==> config.mk <==
export PLATFORM = sky130hd
export DESIGN_NAME = player_sprite_compositor
export DESIGN_NICKNAME = d
export VERILOG_FILES = /design/src/rtl/player_sprite_compositor.sv
export SDC_FILE = /design/constraint.sdc
export NUM_CORES = 1
export LEC_CHECK = 0
export BUFFER_PORTS_ARGS = -buffer_cell sky130_fd_sc_hd__buf_4
export CAP_MARGIN = 20
export CORE_ASPECT_RATIO = 2
export CORE_MARGIN = 5
export CORE_UTILIZATION = 50
export DETAILED_ROUTE_END_ITERATION = 8
export GPL_TIMING_DRIVEN = 0
export PLACE_DENSITY = 0.84
export SKIP_LAST_GASP = 1
export SLEW_MARGIN = 20
export SYNTH_ARGS = -nofsm -noshare
export SYNTH_HDL_FRONTEND = slang
export SYNTH_SLANG_ARGS = --single-unit
==> constraint.sdc <==
create_clock -name pixel_clk_in -period 3.7 [get_ports pixel_clk_in]
set_input_delay 0.185 -clock pixel_clk_in [delete_from_list [all_inputs] [get_ports pixel_clk_in]]
set_output_delay 0.185 -clock pixel_clk_in [all_outputs]
set_load 0.01 [all_outputs]
==> src/rtl/player_sprite_compositor.sv <==
// Per-pixel chef sprite renderer: frame-latched player boxes, priority hit test,
// sprite ROM then palette ROM lookup, with a fixed 4-cycle pixel latency.
module player_sprite_compositor #(
  parameter int          NUM_PLAYERS     = 2,
  parameter int          WIDTH           = 32,
  parameter int          HEIGHT          = 32,
  parameter int          NUM_STATES      = 10,
  parameter int          ANIM_FRAMES     = 2,
  parameter int          ANIM_PERIOD     = 8,
  parameter logic [15:0] ANIM_MASK       = 16'h0202,
  parameter logic [7:0]  TRANSPARENT_IDX = 8'h00,
  parameter int          AW              = $clog2(NUM_STATES*4*ANIM_FRAMES*WIDTH*HEIGHT)
) (
  input  logic                      pixel_clk_in,
  input  logic                      rst_n_in,
  input  logic [10:0]               hcount_in,
  input  logic [9:0]                vcount_in,
  input  logic                      frame_start_in,
  input  logic [11*NUM_PLAYERS-1:0] x_in,
  input  logic [10*NUM_PLAYERS-1:0] y_in,
  input  logic [2*NUM_PLAYERS-1:0]  player_direction,
  input  logic [4*NUM_PLAYERS-1:0]  player_state,
  output logic [AW-1:0]             sprite_addr_out,
  input  logic [7:0]                sprite_data_in,
  output logic [7:0]                palette_addr_out,
  input  logic [23:0]               palette_data_in,
  output logic [11:0]               pixel_out,
  output logic                      hit_out
);

  localparam int FW = (ANIM_FRAMES > 1) ? $clog2(ANIM_FRAMES) : 1;
  localparam int DW = (ANIM_PERIOD > 1) ? $clog2(ANIM_PERIOD) : 1;

  logic                 armed_q;
  logic [NUM_PLAYERS-1:0] hit;
  logic [AW-1:0]        cand [NUM_PLAYERS];

  // Each player keeps its own shadow copy of pose/position plus animation timer.
  for (genvar gi = 0; gi < NUM_PLAYERS; gi++) begin : g_player
    logic [10:0]   x_q;
    logic [9:0]    y_q;
    logic [1:0]    dir_q;
    logic [3:0]    state_q;
    logic [3:0]    state_new;
    logic [FW-1:0] frame_q, frame_d;
    logic [DW-1:0] div_q, div_d;
    logic [11:0]   h_ext, x_ext;
    logic [10:0]   v_ext, y_ext;
    logic [10:0]   col;
    logic [9:0]    row;

    assign state_new = (int'(player_state[4*gi +: 4]) >= NUM_STATES) ? 4'd0
                                                                      : player_state[4*gi +: 4];

    always_comb begin
      frame_d = frame_q;
      div_d   = div_q;
      if (state_new != state_q || !ANIM_MASK[state_new]) begin
        frame_d = '0;
        div_d   = '0;
      end else if (div_q == DW'(ANIM_PERIOD - 1)) begin
        div_d   = '0;
        frame_d = (ANIM_FRAMES == 1) ? '0 : frame_q + FW'(1);
      end else begin
        div_d   = div_q + DW'(1);
      end
    end

    always_ff @(posedge pixel_clk_in or negedge rst_n_in) begin
      if (!rst_n_in) begin
        x_q     <= '0;
        y_q     <= '0;
        dir_q   <= '0;
        state_q <= '0;
        frame_q <= '0;
        div_q   <= '0;
      end else if (frame_start_in) begin
        x_q     <= x_in[11*gi +: 11];
        y_q     <= y_in[10*gi +: 10];
        dir_q   <= player_direction[2*gi +: 2];
        state_q <= state_new;
        frame_q <= frame_d;
        div_q   <= div_d;
      end
    end

    // One extra bit on each side keeps boxes near the screen edge from wrapping.
    assign h_ext = {1'b0, hcount_in};
    assign x_ext = {1'b0, x_q};
    assign v_ext = {1'b0, vcount_in};
    assign y_ext = {1'b0, y_q};

    assign hit[gi] = armed_q
                  && (h_ext >= x_ext) && (h_ext < x_ext + 12'(WIDTH))
                  && (v_ext >= y_ext) && (v_ext < y_ext + 11'(HEIGHT));

    assign col = hcount_in - x_q;
    assign row = vcount_in - y_q;

    assign cand[gi] = AW'((((32'(state_q) * 4 + 32'(dir_q)) * ANIM_FRAMES + 32'(frame_q))
                           * HEIGHT + 32'(row)) * WIDTH + 32'(col));
  end

  logic          any_hit;
  logic [AW-1:0] sel_addr;

  // Scan from the top index down so the lowest-index hit has the final say.
  always_comb begin
    any_hit  = 1'b0;
    sel_addr = '0;
    for (int i = NUM_PLAYERS - 1; i >= 0; i--) begin
      if (hit[i]) begin
        any_hit  = 1'b1;
        sel_addr = cand[i];
      end
    end
  end

  logic [AW-1:0] sprite_addr_q, sprite_addr_d;
  logic          valid_s1_q, valid_s2_q, opaque_s3_q, opaque_s3_d;
  logic [11:0]   pixel_q, pixel_d;
  logic          hit_q;
  logic          armed_d;

  always_comb begin
    armed_d       = armed_q | frame_start_in;
    sprite_addr_d = any_hit ? sel_addr : sprite_addr_q;
    opaque_s3_d   = valid_s2_q && (sprite_data_in != TRANSPARENT_IDX);
    pixel_d       = opaque_s3_q ? {palette_data_in[23:20], palette_data_in[15:12], palette_data_in[7:4]}
                                : 12'h000;
  end

  always_ff @(posedge pixel_clk_in or negedge rst_n_in) begin
    if (!rst_n_in) begin
      armed_q       <= 1'b0;
      sprite_addr_q <= '0;
      valid_s1_q    <= 1'b0;
      valid_s2_q    <= 1'b0;
      opaque_s3_q   <= 1'b0;
      pixel_q       <= '0;
      hit_q         <= 1'b0;
    end else begin
      armed_q       <= armed_d;
      sprite_addr_q <= sprite_addr_d;
      valid_s1_q    <= any_hit;
      valid_s2_q    <= valid_s1_q;
      opaque_s3_q   <= opaque_s3_d;
      pixel_q       <= pixel_d;
      hit_q         <= opaque_s3_q;
    end
  end

  logic palette_unused;
  assign palette_unused = ^{palette_data_in[19:16], palette_data_in[11:8], palette_data_in[3:0]};

  assign sprite_addr_out  = sprite_addr_q;
  assign palette_addr_out = sprite_data_in;
  assign pixel_out        = pixel_q;
  assign hit_out          = hit_q;

endmodule
==> out/results.ini, run 1 <==
[setup_path]
critPathArrivalTime_ns = 4.02
worst_r2r_path_depth = 16
crit_path_end = sprite_addr_out[14]$_DFFE_PN0P_
path_max_fanout = 3
rr_startpoint = g_player[1].x_q[0]$_DFFE_PN0P_
critPathRequiredTime_ns = 3.95
end_kind = flip-flop
path_class = reg -> reg
cp-start-kind = flip-flop
worstSetupStartpoint = g_player[1].x_q[0]$_DFFE_PN0P_
reg2reg_setup_slack_ns = -0.07
timing.rr.end = sprite_addr_out[14]$_DFFE_PN0P_

[timing]
setup_ws_ns = -0.0674
relSlewSlack_pct = 37.7
rsz0062_at_grt = true
fmaxAchievable_mhz = 265
worst_pin_slew_ns = 0.934
finalHoldViolCount = 0
setup_violations = 2
maxSlewViolCount = 0
fin_crit_sh_pct = 102
skew_ns = 0.00776
setup_tns_ns = -0.115
finalWorstPathRequiredPeriod_ns = 3.77

[yosys]
synth_flop_cell = dfrtp_1
ys.warnings.count = 0
seq_area_frac_synth_pct = 31.4
async_flop_share_pct = 100
syn_area_per_cell_um2 = 9.22
synth_fp_nets = 1042
synthDistinctLibCells = 66
netlist_area_um2 = 7650
synth_edf_count = 0
synth_cells = 830
ys_ff_latch = 96

[place]
place_hpwl_um = 17100
pre_cts_ws_ns = -0.448
gp_congestion = 0.936
port_buffers = 134

[finish]
multi_input_area_um2 = 5040
ff_latch_area_um2 = 2400
fillers = 1263
drive_above_1_share_pct = 24.3
nets = 1198
syn2layout_area_growth_pct = 25.2
diodes = 0

[grt]
grt_pass1_wl_um = 33400
grt_pass1_vias = 7031
grtUsageTotal_pct = 23.4
grt_max_degree = 97
antenna_found_initial = 0
overflow = 0

[clock_network]
cts_root_buf = clkbuf_16
cts.sinks = 96
numCtsBuffers = 9
cts_tree = done
htreeDepth = 3
clk_pin_slew_worst_paths_ns = 0.07
clk_latency_ns = 0.36
clk_path_buf_depth = 2

[power_and_ir_drop]
leakagePower_nw = 4.52
p_per_area_nw_per_um2 = 492
ir_drop_uv = 296

[floorplan]
io-pin-count = 148
die_h_um = 185
num_rows = 64
initial_core_util_pct = 50.3
core_area_um2 = 15200
die_w_um = 97.5
dieArea_um2 = 18000

[status]
status = finished, violations left
violations = negative setup slack

[worst_hold_path]
min_path_type = in -> reg
min_from = y_in[18]

[detailed_routing]
vias = 6880
dr.pass1.iters = 5
drt_iter0_drc = 257
wl_um = 22000
ant_nets = 0
drcViolationCount = 0
wl_per_cell_um = 18.5
vias_per_cell = 5.79

[run]
drv_cap = 0

## cell families (layout without fill, tap and decap cells)
kind of cell	after synthesis	after routing	synth area share, %
XOR/XNOR	68	68	7.78
flip-flops	96	96	31.4
buffers and inverters	108	269	6.26
AND/OR/NAND/NOR	203	203	13.7
adder cells (fa/ha/maj)	102	102	17.5
AO/OA/AOI/OAI	211	211	17.6
multiplexers	42	42	5.79
## repair_timing
item,in CTS,in global routing
resized for setup,29,32
setup buffers,4,7
pin swaps,8,26
hold endpoints to repair,60,0
endpoints found under the setup margin,5,6
hold buffers,1,0
## worst min-delay path by stage
stage                     slack (ns)  cells past startpoint                              to
after floorplan                -0.11                      0               armed_q$_DFF_PN0_
after global routing            0.03                      2          pixel_out[0]$_DFF_PN0_
after detailed placement        0.34                      1  g_player[1].x_q[9]$_DFFE_PN0P_
final                           0.03                      3  g_player[1].y_q[8]$_DFFE_PN0P_
after global placement          0.33                      0            valid_s2_q$_DFF_PN0_
after CTS                       0.03                      3  g_player[1].y_q[8]$_DFFE_PN0P_
## flip-flops by register name (all words and copies together) (netlist names)
signal	cells
g_player.dir_q	4
sprite_addr_out	17
valid_s1_q	1
g_player.state_q	8
opaque_s3_q	1
hit_out	1
g_player.y_q	20
g_player.div_q	6
valid_s2_q	1
pixel_out	12
g_player.x_q	22
armed_q	1
g_player.frame_q	2
## critical path: stages, from the launching register on
cell and delay (ns):
dfrtp_1 0.35, ha_2 0.19, inv_2 0.05, fa_2 0.36
a211o_1 0.31, a21o_1 0.18, a21oi_2 0.15, buf_4 0.16
xnor2_4 0.14, ha_4 0.24, a211o_1 0.31, a2111oi_4 0.41
nor3_2 0.10, nand4_1 0.12, xnor2_1 0.08, mux2_4 0.25
mux2_2 0.26
## layout by cell type (no fill, tap or decap), drive strengths merged, types with 10 or more instances in the layout
cell and count:
xor2 16, nand2 71, nor2 26, o21ai 77
and2 12, mux2i 30, clkbuf 22, nor3 12
dfrtp 96, nand4 10, mux2 12, ha 94
xnor2 52, a211oi 11, buf 158, o21a 10
nand3 21, a21oi 42, nor2b 11, inv 83
a21o 19, o21bai 10
## layer usage
layer | global-route usage (%) | share of wire (%) | up-vias | wire length (um)
li1 | - | - | 3240 | -
met1 | 22.4 | 34 | 3306 | 7380
met2 | 45.4 | 55 | 244 | 12100
met3 | 2.83 | 3.9 | 90 | 861
met4 | 16.5 | 7.5 | 0 | 1650
met5 | 0 | 0 | - | 0
## power by group
part,total (mW),switching [mW],internal [mW]
Combinational,2.39,1.26,1.12
Clock,1.00,0.449,0.554
Sequential,1.32,0.108,1.21
Total,4.71,1.82,2.89
## Yosys cell counts, types with 16 or more instances
library cell / instances / area, um2
a21oi_1: 40 / 200
inv_1: 81 / 304
ha_1: 94 / 1180
nand3_1: 20 / 100
nand2_1: 71 / 267
xor2_1: 16 / 140
o21ai_0: 76 / 380
nor2_1: 26 / 97.6
xnor2_1: 52 / 455
dfrtp_1: 96 / 2400
a21o_1: 19 / 143
mux2i_1: 30 / 300
## area by class of cell
type | instances | area share (%)
Clock inverter | 6 | 0.796
Multi-Input combinational cell | 626 | 52.6
Clock buffer | 10 | 2.49
Tap cell | 198 | 2.58
Sequential cell | 96 | 25.1
Inverter | 82 | 3.21
Buffer | 26 | 1.79
Timing Repair Buffer | 145 | 11.4
## stage by stage
step	hold WS, ns	cells	utilization (%)	power (mW)	cell area, um2
after CTS	0.0279	1183	61.8	4.55	9400
after floorplan	-0.111	830	-	2.73	7660
after detailed placement	0.340	1162	58.6	3.42	8910
after global placement	0.332	1162	58.6	3.35	8910
after global routing	0.0286	1189	63.0	4.99	9580
final	0.0298	1189	63.0	4.71	9580
Note: power is estimated with default switching activity, not from simulation.
==> run 2: changes to the inputs <==
--- a/config.mk
+++ b/config.mk
@@ -12,6 +12,7 @@
 export CORE_UTILIZATION = 50
 export DETAILED_ROUTE_END_ITERATION = 8
 export GPL_TIMING_DRIVEN = 0
+export MAX_ROUTING_LAYER = met4
 export PLACE_DENSITY = 0.84
 export SKIP_LAST_GASP = 1
 export SLEW_MARGIN = 20
==> out/results.ini, run 2 (synthesis results as in run 1) <==
[finish]
fillers = 1259  ; -0.32%
layout_common_cells = 163 x buf_4, 96 x dfrtp_1, 89 x ha_1
drive_above_1_share_pct = 25.8  ; +1.5 points
syn2layout_area_growth_pct = 27.2
diodes = 0  ; unchanged
largest_register_ffs = 22  ; unchanged
regMostFlops = g_player.x_q
layout_commonest_cell = buf_4
nets = 1210  ; +1.0%
fin_cells = 1201  ; +1.0%
final_area_um2 = 9730  ; +1.6%

[grt]
antenna_found_initial = 0  ; unchanged
grtUsageTotal_pct = 25.2  ; +1.7 points
grt_pass1_wl_um = 34700  ; +4.0%
grt_pass1_vias = 7162  ; +1.9%
grt_max_degree = 97  ; unchanged
overflow = 0  ; unchanged

[setup_path]
worstPathBufferInverterCount = 1  ; -1
cp-start-kind = flip-flop
crit_chain = ha_2 > inv_2 > fa_2 > a211o_1 > a21o_1 > a21oi_2 > o21bai_1 > a21oi_2 > xnor2_1 > ha_1 > o21a_1 > a2111oi_4 > nor3_2 > nand4_1 > xnor2_1 > mux2_4 > mux2_2
path_class = reg -> reg
critPathArrivalTime_ns = 4.13  ; +0.11 ns
timing.rr.end = sprite_addr_out[14]$_DFFE_PN0P_
worst_r2r_path_depth = 17  ; +1
worst_path_max_delay_cell = ha_1
rr_startpoint = g_player[1].x_q[0]$_DFFE_PN0P_
cp_top_family = compound AO/OA/AOI/OAI gates
path_max_fanout = 4  ; +1
worst_path_largest_cell_delay_ns = 0.36  ; -0.05 ns
end_kind = flip-flop
critPathRequiredTime_ns = 3.95  ; about the same
reg2reg_setup_slack_ns = -0.17  ; -0.11 ns

[timing]
fin_crit_sh_pct = 105  ; +2.9 points
finalWorstPathRequiredPeriod_ns = 3.87  ; +0.107 ns
setup_violations = 2  ; unchanged
worst_pin_slew_ns = 0.919  ; -0.0152 ns
finalHoldViolCount = 0  ; unchanged
relSlewSlack_pct = 38.7  ; +1.0 points
setup_ws_ns = -0.174  ; -0.107 ns
skew_ns = 0.00815  ; +0.000383 ns
rsz0062_at_grt = true
fmaxAchievable_mhz = 258  ; -2.8%
maxSlewViolCount = 0  ; unchanged

[clock_network]
cts.sinks = 96  ; unchanged
cts_root_buf = clkbuf_16
clk_path_buf_depth = 2  ; unchanged
clk_pin_slew_worst_paths_ns = 0.07  ; about the same
clk_latency_ns = 0.37  ; about the same
numCtsBuffers = 9  ; unchanged
htreeDepth = 3  ; unchanged
cts_tree = done

[floorplan]
core_area_um2 = 15200  ; unchanged
die_h_um = 185  ; unchanged
num_rows = 64  ; unchanged
die_w_um = 97.5  ; unchanged
dieArea_um2 = 18000  ; unchanged
initial_core_util_pct = 50.3  ; unchanged
io-pin-count = 148  ; unchanged

[worst_hold_path]
hold-path-cell-count = 3  ; unchanged
min_from = y_in[14]
min_path_type = in -> reg
min_to = g_player[1].y_q[4]$_DFFE_PN0P_

[detailed_routing]
wl_um = 22200  ; +0.89%
dr.pass1.iters = 4  ; -1
vias_per_cell = 5.73  ; -1.0%
drt_iter0_drc = 300  ; +17%
ant_nets = 0  ; unchanged
wl_per_cell_um = 18.5  ; -0.12%
drcViolationCount = 0  ; unchanged
vias = 6878  ; -0.029%

[place]
numPlacedInstances = 1162  ; unchanged
placed_area_um2 = 8910  ; unchanged
port_buffers = 134  ; unchanged
gp_congestion = 0.965  ; +3.1%
place_hpwl_um = 17000  ; -0.30%

[run]
drv_cap = 0  ; unchanged

[power_and_ir_drop]
p_per_area_nw_per_um2 = 495  ; +0.67%
leakagePower_nw = 4.61  ; +2.0%
ir_drop_uv = 311  ; +5.1%

[status]
status = finished, violations left
violations = negative setup slack

==> run 2: cell count changes in the layout (fill, tap and decap cells not counted), moves of 2 or more <==
| cell | previous run | this run |
|---|---|---|
| xnor2_2 | 6 | 8 |
| xor2_2 | 4 | 2 |
| a21boi_1 | 3 | 1 |
| fa_2 | 3 | 6 |
| o21ai_1 | 3 | 5 |
| xor2_1 | 11 | 13 |
| fa_1 | 5 | 2 |
| xnor2_1 | 45 | 43 |
| buf_4 | 151 | 163 |
==> run 2: worst max-delay path by stage <==
stage / end / from / cells after the start
2_1_floorplan: sprite_addr_out[14]$_DFFE_PN0P_ / g_player[1].x_q[0]$_DFFE_PN0P_ / 17
3_3_place_gp: sprite_addr_out[14]$_DFFE_PN0P_ / hcount_in[0] / 19
3_5_place_dp: sprite_addr_out[14]$_DFFE_PN0P_ / hcount_in[0] / 19
4_1_cts: sprite_addr_out[14]$_DFFE_PN0P_ / g_player[1].x_q[0]$_DFFE_PN0P_ / 17
5_1_grt: sprite_addr_out[14]$_DFFE_PN0P_ / g_player[1].x_q[0]$_DFFE_PN0P_ / 17
6_report: sprite_addr_out[14]$_DFFE_PN0P_ / g_player[1].x_q[0]$_DFFE_PN0P_ / 17
==> run 2: worst register-to-register path, delay by kind of cell, from the launching register on <==
family	cells	cell delay, ns
simple gates	2	0.47
flops	1	0.35
fa+ha+maj	3	0.89
mux	2	0.51
compound gates	7	1.24
buf+inv	1	0.05
xor+xnor	2	0.26
==> run 2: metal layers <==
metal | routed length [um] | global-route usage (%) | part of all wire (%)
met1 | 7630 | 24.1 | 34
met5 | 0 | - | 0
met2 | 12000 | 46.2 | 54
met3 | 814 | 2.71 | 3.7
met4 | 1710 | 18.3 | 7.7
==> run 2: power by group <==
part	switching, mW	total [mW]	internal (mW)	leakage, nW
Combinational	1.30	2.49	1.19	3.26
Clock	0.454	1.01	0.554	0.149
Sequential	0.110	1.32	1.21	1.20
Total	1.87	4.82	2.95	4.61
==> run 2: metrics by stage <==
stage | hold slack, ns | setup TNS [ns] | setup WS (ns) | total power [mW] | utilization, %
4_1_cts | 0.0157 | -0.115 | -0.0628 | 4.59 | 62.2
3_3_place_gp | 0.333 | -1.03 | -0.396 | 3.36 | 58.6
6_report | 0.0226 | -0.179 | -0.174 | 4.82 | 64.0
2_1_floorplan | -0.111 | 0 | 0.0132 | 2.73 | -
5_1_grt | 0.0342 | -0.786 | -0.279 | 5.10 | 64.0
3_5_place_dp | 0.349 | -1.31 | -0.424 | 3.42 | 58.6
==> run 2: final cells by class <==
| cell class | count | area (um2) | share of cell area, % |
|---|---|---|---|
| inverter | 82 | 308 | 3.16 |
| clock inverter | 6 | 76.3 | 0.784 |
| multi-input combinational | 626 | 5100 | 52.4 |
| sequential | 96 | 2400 | 24.7 |
| timing repair buffer | 157 | 1180 | 12.2 |
| tap | 198 | 248 | 2.54 |
| buffer | 26 | 171 | 1.76 |
| clock buffer | 10 | 239 | 2.46 |
==> run 2: what timing repair did <==
action,CTS,global route
resized for setup,28,42
endpoints found under the hold margin,96,0
hold buffers,1,0
pin swaps,22,30
buffers inserted,14,10
endpoints found under the setup margin,6,6
